<file path="config.mk">
export PLATFORM = sky130hd
export DESIGN_NAME = hazard_ctrl_v2
export DESIGN_NICKNAME = d
export VERILOG_FILES = /design/src/rtl/hazard_pkg.sv /design/src/rtl/hazard_downcnt.sv /design/src/rtl/hazard_ctrl_v2.sv
export SDC_FILE = /design/constraint.sdc
export NUM_CORES = 1
export LEC_CHECK = 0
export CORE_MARGIN = 1.5
export CORE_UTILIZATION = 22
export CTS_BUF_LIST = sky130_fd_sc_hd__clkbuf_8 sky130_fd_sc_hd__clkbuf_16
export CTS_CLUSTER_DIAMETER = 40
export DETAILED_ROUTE_END_ITERATION = 8
export PLACE_DENSITY = 0.74
export SYNTH_ARGS = -nofsm -noshare
export SYNTH_HDL_FRONTEND = slang
export SYNTH_SLANG_ARGS = --single-unit
export TNS_END_PERCENT = 10
</file>
<file path="constraint.sdc">
create_clock -name Clk -period 1.9 [get_ports Clk]
set_input_delay 0.38 -clock Clk [delete_from_list [all_inputs] [get_ports Clk]]
set_output_delay 0.38 -clock Clk [all_outputs]
set_load 0.005 [all_outputs]
</file>
<file path="src/rtl/hazard_pkg.sv">
`default_nettype none
// ============================================================================
//  Module   : hazard_pkg
//  Purpose  : Shared constants and types for the pipeline hazard controller.
//             MIPS opcode/funct values that trigger mult/div hazards, the
//             controller FSM encoding, and a counter-width helper.
//  Ports    : none (package)
//  Revision : 1.0  initial release
// ============================================================================
package hazard_pkg;

   localparam logic [5:0] OP_RTYPE = 6'b000000;
   localparam logic [5:0] FN_MFHI  = 6'b010000;
   localparam logic [5:0] FN_MFLO  = 6'b010010;
   localparam logic [5:0] FN_MULT  = 6'b011000;
   localparam logic [5:0] FN_MULTU = 6'b011001;
   localparam logic [5:0] FN_DIV   = 6'b011010;
   localparam logic [5:0] FN_DIVU  = 6'b011011;

   typedef enum logic [1:0] {
      RUN      = 2'd0,
      LD_STALL = 2'd1,
      FLUSH    = 2'd2
   } hz_state_t;

   // Bits needed to hold values 0..max_val; never less than one bit so a
   // zero-valued parameter still yields a legal vector.
   function automatic int cnt_w(input int max_val);
      int w;
      w = 1;
      while ((1 << w) <= max_val) begin
         w = w + 1;
      end
      return w;
   endfunction

endpackage
`default_nettype wire

</file>
<file path="src/rtl/hazard_downcnt.sv">
`default_nettype none
// ============================================================================
//  Module   : hazard_downcnt
//  Purpose  : Loadable down counter that stops at zero. Used for the load
//             bubble count, the post-redirect flush count and the mult/div
//             busy window.
//  Ports    : Clk      - clock, rising edge
//             Reset    - synchronous active-high clear
//             load     - load load_val on the next edge (wins over dec)
//             load_val - value to load
//             dec      - decrement on the next edge (holds at zero)
//             zero     - counter currently zero
//             last     - counter currently one (final active cycle)
//  Revision : 1.0  initial release
// ============================================================================
module hazard_downcnt #(
   parameter int W = 1
) (
   input  logic         Clk,
   input  logic         Reset,
   input  logic         load,
   input  logic [W-1:0] load_val,
   input  logic         dec,
   output logic         zero,
   output logic         last
);

   localparam logic [W-1:0] C_ONE = W'(1);

   logic [W-1:0] count_q;
   logic [W-1:0] count_d;

   always_comb begin
      count_d = count_q;
      if (load) begin
         count_d = load_val;
      end else if (dec && (count_q != '0)) begin
         count_d = count_q - C_ONE;
      end
   end

   always_ff @(posedge Clk) begin
      if (Reset) begin
         count_q <= '0;
      end else begin
         count_q <= count_d;
      end
   end

   assign zero = (count_q == '0);
   assign last = (count_q == C_ONE);

endmodule
`default_nettype wire

</file>
<file path="src/rtl/hazard_ctrl_v2.sv">
`default_nettype none
// ============================================================================
//  Module   : hazard_ctrl_v2
//  Purpose  : Pipeline hazard controller for the 5-stage MIPS datapath.
//             Inserts multi-cycle load-use bubbles, blocks mult/div-dependent
//             instructions during the busy window and flushes IF/ID (and
//             ID/EX on the redirect cycle) after a control redirect.
//             All hazard outputs are combinational from state and inputs.
//  Ports    : Clk, Reset           - clock / synchronous active-high reset
//             IF_ID_Instr          - instruction in ID
//             ID_EX_Rt             - destination register of the EX instr
//             ID_EX_MemRead        - EX instruction is a load
//             MD_Start             - mult/div issued from EX this cycle
//             Redirect             - EX resolved a control transfer
//             PCWrite, IF_ID_Write - pipeline front-end enables
//             IF_ID_Flush          - zero IF/ID on the next edge
//             ID_EX_Flush          - bubble into ID/EX on the next edge
//             StallActive          - a stall bubble is inserted this cycle
//             StallCount           - saturating stall-cycle count (option)
//             FlushCount           - saturating redirect count (option)
//  Option   : define HAZARD_STATS_EN to add StallCount/FlushCount.
//  Revision : 1.0  initial release
// ============================================================================
module hazard_ctrl_v2
   import hazard_pkg::*;
#(
   parameter int REG_W       = 5,
   parameter int LOAD_STALL  = 1,
   parameter int MD_LAT      = 4,
   parameter int EXTRA_FLUSH = 0
) (
   input  logic             Clk,
   input  logic             Reset,
   input  logic [31:0]      IF_ID_Instr,
   input  logic [REG_W-1:0] ID_EX_Rt,
   input  logic             ID_EX_MemRead,
   input  logic             MD_Start,
   input  logic             Redirect,
   output logic             PCWrite,
   output logic             IF_ID_Write,
   output logic             IF_ID_Flush,
   output logic             ID_EX_Flush,
   output logic             StallActive
`ifdef HAZARD_STATS_EN
   ,
   output logic [31:0]      StallCount,
   output logic [31:0]      FlushCount
`endif
);

   localparam int LD_W = cnt_w(LOAD_STALL);
   localparam int FL_W = cnt_w(EXTRA_FLUSH);
   localparam int MD_W = cnt_w(MD_LAT);

   // The detection cycle is the first bubble, so the FSM only counts the rest.
   localparam logic [LD_W-1:0] C_LD_RELOAD = LD_W'(LOAD_STALL - 1);
   localparam logic [FL_W-1:0] C_FL_RELOAD = FL_W'(EXTRA_FLUSH);
   localparam logic [MD_W-1:0] C_MD_RELOAD = MD_W'(MD_LAT);

   hz_state_t state_q;
   hz_state_t state_d;

   logic            ld_load, ld_dec, ld_zero, ld_last;
   logic [LD_W-1:0] ld_val;
   logic            fl_load, fl_dec, fl_zero, fl_last;
   logic            md_zero, md_last_unused;
   logic            stall;

   // ------------------------------------------------------------------
   // Instruction decode
   // ------------------------------------------------------------------
   logic [5:0]       opcode;
   logic [5:0]       funct;
   logic [REG_W-1:0] rs_addr;
   logic [REG_W-1:0] rt_addr;
   logic             lu_hazard;
   logic             md_op;
   logic             md_hazard;
   logic             unused_instr_bits;

   assign opcode  = IF_ID_Instr[31:26];
   assign funct   = IF_ID_Instr[5:0];
   assign rs_addr = REG_W'(IF_ID_Instr[25:21]);
   assign rt_addr = REG_W'(IF_ID_Instr[20:16]);
   assign unused_instr_bits = ^IF_ID_Instr[15:6];

   // Register $0 is hard-wired, so a load "into" it never creates a hazard.
   assign lu_hazard = ID_EX_MemRead && (ID_EX_Rt != '0) &&
                      ((ID_EX_Rt == rs_addr) || (ID_EX_Rt == rt_addr));

   assign md_op = (opcode == OP_RTYPE) &&
                  ((funct == FN_MFHI) || (funct == FN_MFLO) ||
                   (funct == FN_MULT) || (funct == FN_MULTU) ||
                   (funct == FN_DIV)  || (funct == FN_DIVU));

   assign md_hazard = !md_zero && md_op;

   // ------------------------------------------------------------------
   // Counters
   // ------------------------------------------------------------------
   hazard_downcnt #(.W(LD_W)) u_ld_cnt (
      .Clk      (Clk),
      .Reset    (Reset),
      .load     (ld_load),
      .load_val (ld_val),
      .dec      (ld_dec),
      .zero     (ld_zero),
      .last     (ld_last)
   );

   hazard_downcnt #(.W(FL_W)) u_fl_cnt (
      .Clk      (Clk),
      .Reset    (Reset),
      .load     (fl_load),
      .load_val (C_FL_RELOAD),
      .dec      (fl_dec),
      .zero     (fl_zero),
      .last     (fl_last)
   );

   // The mult/div op is architecturally real, so its window keeps running
   // through redirects and flushes; a new issue restarts the window.
   hazard_downcnt #(.W(MD_W)) u_md_cnt (
      .Clk      (Clk),
      .Reset    (Reset),
      .load     (MD_Start),
      .load_val (C_MD_RELOAD),
      .dec      (1'b1),
      .zero     (md_zero),
      .last     (md_last_unused)
   );

   // ------------------------------------------------------------------
   // FSM next state and hazard outputs
   // ------------------------------------------------------------------
   always_comb begin
      state_d     = state_q;
      PCWrite     = 1'b1;
      IF_ID_Write = 1'b1;
      IF_ID_Flush = 1'b0;
      ID_EX_Flush = 1'b0;
      StallActive = 1'b0;
      stall       = 1'b0;
      ld_load     = 1'b0;
      ld_val      = '0;
      ld_dec      = 1'b0;
      fl_load     = 1'b0;
      fl_dec      = 1'b0;

      if (Reset) begin
         state_d = RUN;
      end else if (Redirect) begin
         IF_ID_Flush = 1'b1;
         ID_EX_Flush = 1'b1;
         // Pending load bubbles belonged to a wrong-path instruction.
         ld_load     = 1'b1;
         ld_val      = '0;
         if (EXTRA_FLUSH > 0) begin
            state_d = FLUSH;
            fl_load = 1'b1;
         end else begin
            state_d = RUN;
         end
      end else begin
         unique case (state_q)
            FLUSH: begin
               // ID holds a squashed slot: hazards against it are meaningless.
               IF_ID_Flush = 1'b1;
               fl_dec      = 1'b1;
               if (fl_last || fl_zero) begin
                  state_d = RUN;
               end
            end
            LD_STALL: begin
               stall  = 1'b1;
               ld_dec = 1'b1;
               if (ld_last || ld_zero) begin
                  state_d = RUN;
               end
            end
            RUN: begin
               if (lu_hazard) begin
                  stall = 1'b1;
                  if (LOAD_STALL > 1) begin
                     state_d = LD_STALL;
                     ld_load = 1'b1;
                     ld_val  = C_LD_RELOAD;
                  end
               end else if (md_hazard) begin
                  stall = 1'b1;
               end
            end
            default: begin
               state_d = RUN;
            end
         endcase
      end

      if (stall) begin
         PCWrite     = 1'b0;
         IF_ID_Write = 1'b0;
         ID_EX_Flush = 1'b1;
         StallActive = 1'b1;
      end
   end

   always_ff @(posedge Clk) begin
      if (Reset) begin
         state_q <= RUN;
      end else begin
         state_q <= state_d;
      end
   end

`ifdef HAZARD_STATS_EN
   // ------------------------------------------------------------------
   // Saturating statistics
   // ------------------------------------------------------------------
   logic [31:0] stall_count_q, stall_count_d;
   logic [31:0] flush_count_q, flush_count_d;

   always_comb begin
      stall_count_d = stall_count_q;
      flush_count_d = flush_count_q;
      if (StallActive && (stall_count_q != 32'hFFFF_FFFF)) begin
         stall_count_d = stall_count_q + 32'd1;
      end
      if (Redirect && (flush_count_q != 32'hFFFF_FFFF)) begin
         flush_count_d = flush_count_q + 32'd1;
      end
   end

   always_ff @(posedge Clk) begin
      if (Reset) begin
         stall_count_q <= 32'd0;
         flush_count_q <= 32'd0;
      end else begin
         stall_count_q <= stall_count_d;
         flush_count_q <= flush_count_d;
      end
   end

   assign StallCount = stall_count_q;
   assign FlushCount = flush_count_q;
`endif

endmodule
`default_nettype wire

</file>
Yosys cells after proc, flatten, opt, wreduce, memory -nomap -nowiden
Index checks and enable logic that the tools add are counted.
{"block": "op_classes", "n_mux": 11, "add_sub_neg": 1, "n_reduce_logical": 17, "eq_ne": 8}
{"cell": "$eq 6x5->1 const B", "count": 6}
{"cell": "$eq 5x5->1", "count": 2}
{"cell": "$mux 1", "count": 9}
{"cell": "$logic_not 6->1", "count": 1}
{"cell": "$logic_or 1x1->1", "count": 6}
{"cell": "$mux 3", "count": 2}
{"cell": "$reduce_bool 5->1", "count": 1}
{"cell": "$logic_and 1x1->1", "count": 4}
{"cell": "$logic_not 3->1", "count": 1}
{"cell": "$reduce_bool 3->1", "count": 1}
{"cell": "$sub 3x1->3 const B", "count": 1}
{"cell": "$reduce_bool 2->1", "count": 1}
{"cell": "$reduce_or 2->1", "count": 1}
{"cell": "$logic_not 1->1", "count": 1}
{"block": "totals", "wordCells": 39, "output_inout_bits": 5, "register_bits": 3, "in_bits": 42}

Logic depth before layout (Yosys ltp)
Gate-level depths: netlist of run 1.
{"block": "logic_depth", "depth_word": 13, "mapped_depth": 6, "depth_no_buf": 5}

Modules after synthesis
From an unflattened synthesis of run 1, not the netlist that was laid out.
{"block": "unflattened", "hier_cells": 58, "area_unflattened_um2": 447.9}
{"module": "hazard_ctrl_v2", "area_per_inst_um2": 225.2, "cells_per_inst": 33, "n_inst": 1, "seq_area_each_um2": 0.0}
{"module": "hazard_downcnt", "area_per_inst_um2": 222.7, "cells_per_inst": 25, "n_inst": 1, "seq_area_each_um2": 60.1}

Worst setup path before layout of run 1
No wires, ideal clock.
{"block": "synth_timing", "path_kind": "input-to-output", "start": "input port IF_ID_Instr[30]", "end": "output port PCWrite", "t_required_ps": 1520, "arrival_ps": 1512, "setup_slack_ps": 8, "stages": 5, "n_path_buf": 1, "cell_sequence": "or4b_1 nor4_1 and4_1 a21oi_1 buf_4"}
{"block": "synth_between", "elab_chain_len": 8}
{"element": "from (decl)", "line_no": "hazard_ctrl_v2.sv:34", "text": "input logic [31:0] IF_ID_Instr,"}
{"element": "$logic_not 6->1", "line_no": "hazard_ctrl_v2.sv:91", "text": "assign md_op = (opcode == OP_RTYPE) &&"}
{"element": "$logic_and 1x1->1", "line_no": "hazard_ctrl_v2.sv:91"}
{"element": "$logic_and 1x1->1", "line_no": "hazard_ctrl_v2.sv:96", "text": "assign md_hazard = !md_zero && md_op;"}
{"element": "$mux 1", "line_no": "hazard_ctrl_v2.sv:189", "text": "end else if (md_hazard) begin"}
{"element": "$mux 1", "line_no": "hazard_ctrl_v2.sv:182", "text": "if (lu_hazard) begin"}
{"element": "$mux 1", "line_no": "hazard_ctrl_v2.sv:152", "text": "end else if (Redirect) begin"}
{"element": "$mux 1", "line_no": "hazard_ctrl_v2.sv:150", "text": "if (Reset) begin"}
{"element": "$mux 1"}
{"element": "to (decl)", "line_no": "hazard_ctrl_v2.sv:39", "text": "output logic PCWrite,"}
Every way passes these cells.

Final worst setup path of run 1
{"block": "layout_timing", "start": "input port IF_ID_Instr[5]", "end": "output port StallActive"}
{"block": "layout_between", "elab_chain_len": 13, "word_cells_on_any_way": 18, "cone_classes": "eq/ne (6); mux (5); reduce/logical (7)"}
{"element": "$eq 6x5->1", "line_no": "hazard_ctrl_v2.sv:92", "text": "((funct == FN_MFHI) || (funct == FN_MFLO) ||"}
{"element": "$logic_or 1x1->1 (2 in series)", "line_no": "hazard_ctrl_v2.sv:92"}
{"element": "$logic_or 1x1->1 (2 in series)", "line_no": "hazard_ctrl_v2.sv:93", "text": "(funct == FN_MULT) || (funct == FN_MULTU) ||"}
{"element": "$logic_or 1x1->1 *", "line_no": "hazard_ctrl_v2.sv:94", "text": "(funct == FN_DIV) || (funct == FN_DIVU));"}
{"element": "$logic_and 1x1->1 *", "line_no": "hazard_ctrl_v2.sv:91"}
{"element": "$logic_and 1x1->1 *", "line_no": "hazard_ctrl_v2.sv:96"}
{"element": "$mux 1 *", "line_no": "hazard_ctrl_v2.sv:189"}
{"element": "$mux 1 *", "line_no": "hazard_ctrl_v2.sv:182"}
{"element": "$mux 1 *", "line_no": "hazard_ctrl_v2.sv:152"}
{"element": "$mux 1 *", "line_no": "hazard_ctrl_v2.sv:150"}
{"element": "$mux 1 *", "line_no": "hazard_ctrl_v2.sv:199", "text": "if (stall) begin"}
{"element": "to (decl)", "line_no": "hazard_ctrl_v2.sv:43", "text": "output logic StallActive"}
Every way passes the cells marked *; elsewhere a longest branch is shown, timed or not.

==> impl_metrics.toml, run 1 <==
[outcome]
outcome = "finished with violations"
violations = "negative setup slack"

[power]
p_leak_uw = 0.000381
p_per_area_mw_per_mm2 = 496
ir_drop_mv = 0.201

[synthesis]
synth.area.top_cells = "xnor2_1 (26%), dfxtp_1 (16%), ha_1 (6.7%)"
synth_top_area_share = 0.259
synthesis.area_um2 = 372
yosysTopAreaCell = "xnor2_1"
synth_area_per_cell_um2 = 7.74
synth_edf_count = 0
synth_seq_cells = 3
synthesis.nets = 92
postSynthCellCount = 48
yosysUniqueCellTypes = 23
yosysWarnings = 0
netlist_top_cells_count = "xnor2_1 (11), inv_1 (4)"
async_flop_share = 0
synth_top_flop_cell = "dfxtp_1"
ys_seq_area_frac = 0.162
synth_most_common_cell = "xnor2_1"

[routing]
vias = 537
drt-initial-drc-count = 2
wl_um = 1280
drtPass1Iterations = 4
antenna_left = 0
vias_per_cell = 4.71
drc = 0
avgRoutedWirePerCell_um = 11.2

[sta]
holdWs_ps = 503
fin_crit_ps = 2070
max_freq_mhz = 484
timing.slew.headroom = 0.783
setup_viol = 4
tightest_slew_ps = 317
finalHoldViolations = 0
fin_skew_ps = 1.91
report.final.slew_viol_count = 0
fin_ws_ps = -167
rsz0062_at_grt = "yes"
finalCritPeriodShare = 1.09

[setup_path]
timing.rr.start = "u_md_cnt.count_q[0]"
worstReg2RegEnd = "u_md_cnt.count_q[1]"
critPathKind = "input port to output pin"
critPathArrivalTime_ps = 1690
cp_max_fo = 2
crit_path_end_kind = "output pin"
rrSetupSlack_ps = 480
crit_required_ps = 1520
worstSetupStartpointType = "input port"
reg2reg_depth = 5
startpoint = "IF_ID_Instr[5]"

[floorplanning]
die_w_um = 44.1
core_mm2 = 0.00154
dieArea_mm2 = 0.00194
start_util = 0.241
fp-row-count = 14
die_h_um = 44.1
io_pins = 47

[clock_network]
htree_levels = 1
cts_tree = "built"
clk_latency_ps = 220
cts_made_buffers = 3
clk_pin_slew_ps = 30
clkSinkCount = 3
cts_root_buffer = "clkbuf_8"
cts_buffer_depth = 2

[finish]
multi_input_area_um2 = 334
fin_util = 0.561
syn_to_final_growth_pct = 133
largestRegisters = "u_md_cnt.count_q x3"
diodes = 0
top_register = "u_md_cnt.count_q"
largest_register_ffs = 3
drive_above_1_share = 0.357
final-seq-area_um2 = 60.1
num-fill-cells = 168
fin_cells = 114
nets = 143

[min_path]
hold_start = "u_md_cnt.count_q[1]"
hold_depth = 2
hp-class = "register to register"
hold_end = "u_md_cnt.count_q[1]"

[global_routing]
grt-ovfl-total = 0
antenna_found_initial = 0
grt_pass1_wl_um = 2170
gr-usage-all-layers = 0.158
grt_max_degree = 7
grt_pass1_vias = 580

[placed_design]
dp_cells = 109
io_buffers = 35
dp_hpwl_um = 1030
gp_congestion = 0.694

[job]
max_cap_viol_count = 0
[power breakdown]
part,total [uW],internal [uW],switching [uW]
logic,171,111,60.4
registers,72.8,69.6,3.19
clock network,184,138,46.5
total,429,318,110
[worst max path at each step]
stage / cells past startpoint / slack (ps) / to
5_1_grt: 7 / -260 / StallActive
4_1_cts: 7 / -260 / StallActive
2_1_floorplan: 5 / 8 / PCWrite
6_report: 7 / -170 / StallActive
3_5_place_dp: 6 / -910 / ID_EX_Flush
3_3_place_gp: 6 / -850 / ID_EX_Flush
[per-stage QoR]
| step | setup WS [ps] | total power [uW] | instance area [um^2] | TNS (ps) |
|---|---|---|---|---|
| 2_1_floorplan | 7.57 | 132 | 372 | 0 |
| 3_3_place_gp | -848 | 239 | 817 | -3540 |
| 3_5_place_dp | -909 | 243 | 817 | -3670 |
| 4_1_cts | -259 | 431 | 860 | -960 |
| 5_1_grt | -256 | 451 | 865 | -799 |
| 6_report | -167 | 429 | 865 | -516 |
[layout make-up]
type,instances,share of cell area
Multi-Input combinational cell,40,0.386
Timing Repair Buffer,47,0.452
Clock buffer,3,0.0478
Inverter,4,0.0174
Sequential cell,3,0.0695
Tap cell,16,0.0232
Clock inverter,1,0.00434
[placed cells by master (no fill, tap or decap), types with 2 or more instances in the layout]
| cell | synthesis | routed |
|---|---|---|
| nand2_1 | 2 | 2 |
| nor2_1 | 3 | 3 |
| nor3_1 | 3 | 3 |
| inv_1 | 4 | 5 |
| xnor2_1 | 11 | 11 |
| nand3_1 | 2 | 2 |
| ha_1 | 2 | 2 |
| clkdlybuf4s50_1 | 0 | 20 |
| clkbuf_8 | 0 | 3 |
| buf_2 | 0 | 9 |
| a21oi_1 | 3 | 3 |
| dfxtp_1 | 3 | 3 |
| buf_4 | 1 | 13 |
[cell families after synthesis]
kind of cell    synth area share
simple gates               0.300
buf+inv                   0.0606
flops                      0.162
xor+xnor                   0.259
fa+ha+maj                 0.0673
compound gates             0.152
[metal layers]
layer / vias up / share of wire / track usage
met5: - / 0 / 0
met3: 4 / 0.10 / 0.0490
met1: 238 / 0.31 / 0.123
met2: 26 / 0.56 / 0.309
met4: 0 / 0.029 / 0.127
li1: 269 / - / -
[critical path: stages]
cell and delay [ps]:
buf_6 90, or4b_4 540, nor4_4 150, and4_1 240, buf_4 110, a21o_1 70, buf_2 100
[timing repair]
action / 4_1_cts / 5_1_grt
buffers inserted: 1 / 0
gates resized for setup: 50 / 5
pin swaps: 9 / 4
endpoints found under the setup margin: 5 / 5
cloned: 0 / 0
hold buffers: 0 / 0
Power figures use the tool's default switching activity.
==> inputs of run 2 (changes only) <==
--- a/config.mk
+++ b/config.mk
@@ -6,11 +6,12 @@
 export NUM_CORES = 1
 export LEC_CHECK = 0
 export CORE_MARGIN = 1.5
-export CORE_UTILIZATION = 22
+export CORE_UTILIZATION = 25
 export CTS_BUF_LIST = sky130_fd_sc_hd__clkbuf_8 sky130_fd_sc_hd__clkbuf_16
 export CTS_CLUSTER_DIAMETER = 40
 export DETAILED_ROUTE_END_ITERATION = 8
-export PLACE_DENSITY = 0.74
+export PLACE_DENSITY = 0.79
+export RECOVER_POWER = 25
 export SYNTH_ARGS = -nofsm -noshare
 export SYNTH_HDL_FRONTEND = slang
 export SYNTH_SLANG_ARGS = --single-unit
==> constraint.sdc (replaced) <==
create_clock -name Clk -period 2.15 [get_ports Clk]
set_input_delay 0.43 -clock Clk [delete_from_list [all_inputs] [get_ports Clk]]
set_output_delay 0.43 -clock Clk [all_outputs]
set_load 0.005 [all_outputs]
==> run 2 against run 1 <==
Against the previous run: the run still ends with negative setup slack left; hold slack better by 2.8 ps; clock-buffer cell count stayed put; cell count is 0.88% lower; first-iteration DRC count is 50% higher; via count is 0.37% higher; final area is 1.2% higher; utilization is 8.7 points higher; critical path type unchanged.
==> impl_metrics.toml, run 2 (same netlist as run 1, synthesis figures left out) <==
[outcome]
outcome = "finished with violations"
violations = "negative setup slack"

[global_routing]
gr-usage-all-layers = 0.167
grt-ovfl-total = 0
antenna_found_initial = 0
grt_pass1_vias = 565
grt_pass1_wl_um = 2210
grt_max_degree = 7

[finish]
largestRegisters = "u_md_cnt.count_q x3"
diodes = 0
num-fill-cells = 134
most-common-layout-cells = "clkdlybuf4s50_1 (21), xnor2_1 (11), buf_4 (11), buf_2 (7), inv_1 (5)"
largest_register_ffs = 3
drive_above_1_share = 0.327
syn_to_final_growth_pct = 135
final_common_cell = "clkdlybuf4s50_1"
top_register = "u_md_cnt.count_q"
nets = 143
final_area_um2 = 875

[job]
max_cap_viol_count = 0

[sta]
tns_ps = -45.6
report.final.slew_viol_count = 0
fin_ws_ps = -45.6
finalHoldViolations = 0
finalCritPeriodShare = 1.02
fin_crit_ps = 2200
setup_viol = 1
fin_skew_ps = 1.75
timing.slew.headroom = 0.789
max_freq_mhz = 455
tightest_slew_ps = 308
rsz0062_at_grt = "yes"

[placed_design]
gp_congestion = 0.855
io_buffers = 35
placed_area_um2 = 816
dp_hpwl_um = 1090

[routing]
avgRoutedWirePerCell_um = 11.3
vias_per_cell = 4.77
wl_um = 1270
vias = 539
drt-initial-drc-count = 3
drc = 0
antenna_left = 0
drtPass1Iterations = 4

[clock_network]
cts_buffer_depth = 2
clk_latency_ps = 210
clk_pin_slew_ps = 30
cts_tree = "built"
cts_root_buffer = "clkbuf_8"
cts_made_buffers = 3
htree_levels = 1
clkSinkCount = 3

[setup_path]
critPathKind = "input port to output pin"
crit_family = "simple AND/OR/NAND/NOR gates"
cp_cell_sequence = "buf_6 -> or4b_4 -> nor4_4 -> and4_1 -> buf_4 -> a21o_1 -> buf_2"
crit_buf_inv = 3
worstSetupStartpointType = "input port"
cp_max_fo = 2
crit_path_end_kind = "output pin"
critPathArrivalTime_ps = 1770
max_stage_delay_ps = 540
crit_required_ps = 1720
cp_slowest_cell = "or4b_4"

[power]
p_leak_uw = 0.000382
p_per_area_mw_per_mm2 = 426
ir_drop_mv = 0.168

[floorplanning]
fp-row-count = 13
die_h_um = 41.6
core_mm2 = 0.00135
die_w_um = 41.6
dieArea_mm2 = 0.00173
io_pins = 47
start_util = 0.275

[min_path]
hp-class = "register to register"
==> run 2: worst paths after layout <==
check	from	to	slack [ps]	cells after the start
setup / recovery	IF_ID_Instr[30]	StallActive	-50	7
setup reg to reg	u_md_cnt.count_q[0]	u_md_cnt.count_q[1]	740	5
hold / removal	u_md_cnt.count_q[1]	u_md_cnt.count_q[1]	510	2
hold reg to reg	u_md_cnt.count_q[1]	u_md_cnt.count_q[1]	510	2
==> run 2: final cells by class <==
cell class	instances	area, um^2	area share
Inverter	4	15.0	0.0172
Tap cell	15	18.8	0.0215
Timing Repair Buffer	47	409	0.468
Clock buffer	3	41.3	0.0472
Sequential cell	3	60.1	0.0687
Multi-Input combinational cell	40	327	0.373
Clock inverter	1	3.75	0.00429
==> run 2: metrics by stage <==
| step | power [uW] | hold slack [ps] | utilization | cells | worst slack [ps] |
|---|---|---|---|---|---|
| CTS | 373 | 512 | 0.638 | 113 | -92.4 |
| finish | 373 | 506 | 0.648 | 113 | -45.6 |
| global route | 402 | 552 | 0.648 | 113 | -103 |
| detailed placement | 216 | 508 | 0.604 | 108 | -701 |
| floorplan | 117 | 474 | - | 48 | 158 |
| global placement | 211 | 485 | 0.604 | 108 | -696 |
==> run 2: power breakdown <==
group / total, uW / switching, uW / internal [uW]
logic: 153 / 53.0 / 100
registers: 64.2 / 2.74 / 61.5
clock network: 156 / 34.2 / 121
total: 373 / 90.0 / 283
==> run 2: worst reg2reg max path, delay by kind of cell, from the launching register on <==
family	cells	cell delay [ps]
DFF	1	290
AOI/OAI and AO/OA	1	360
adders and majority gates	1	150
and+or+nand+nor	1	280
buffers and inverters	2	220
==> run 2: per-layer routing <==
| metal | vias up | GRT usage | share of wire |
|---|---|---|---|
| li1 | 269 | - | - |
| met1 | 237 | 0.139 | 0.31 |
| met2 | 29 | 0.341 | 0.56 |
| met3 | 4 | 0.0609 | 0.093 |
| met4 | 0 | 0.0645 | 0.030 |
| met5 | - | 0 | 0 |
==> run 2: what timing repair did <==
item                                    CTS  global route
hold buffers                              0             0
pin swaps                                 8             5
buffers inserted                          1             0
hold endpoints to repair                  0             0
resized for setup                        47             4
endpoints found under the setup margin    5             5
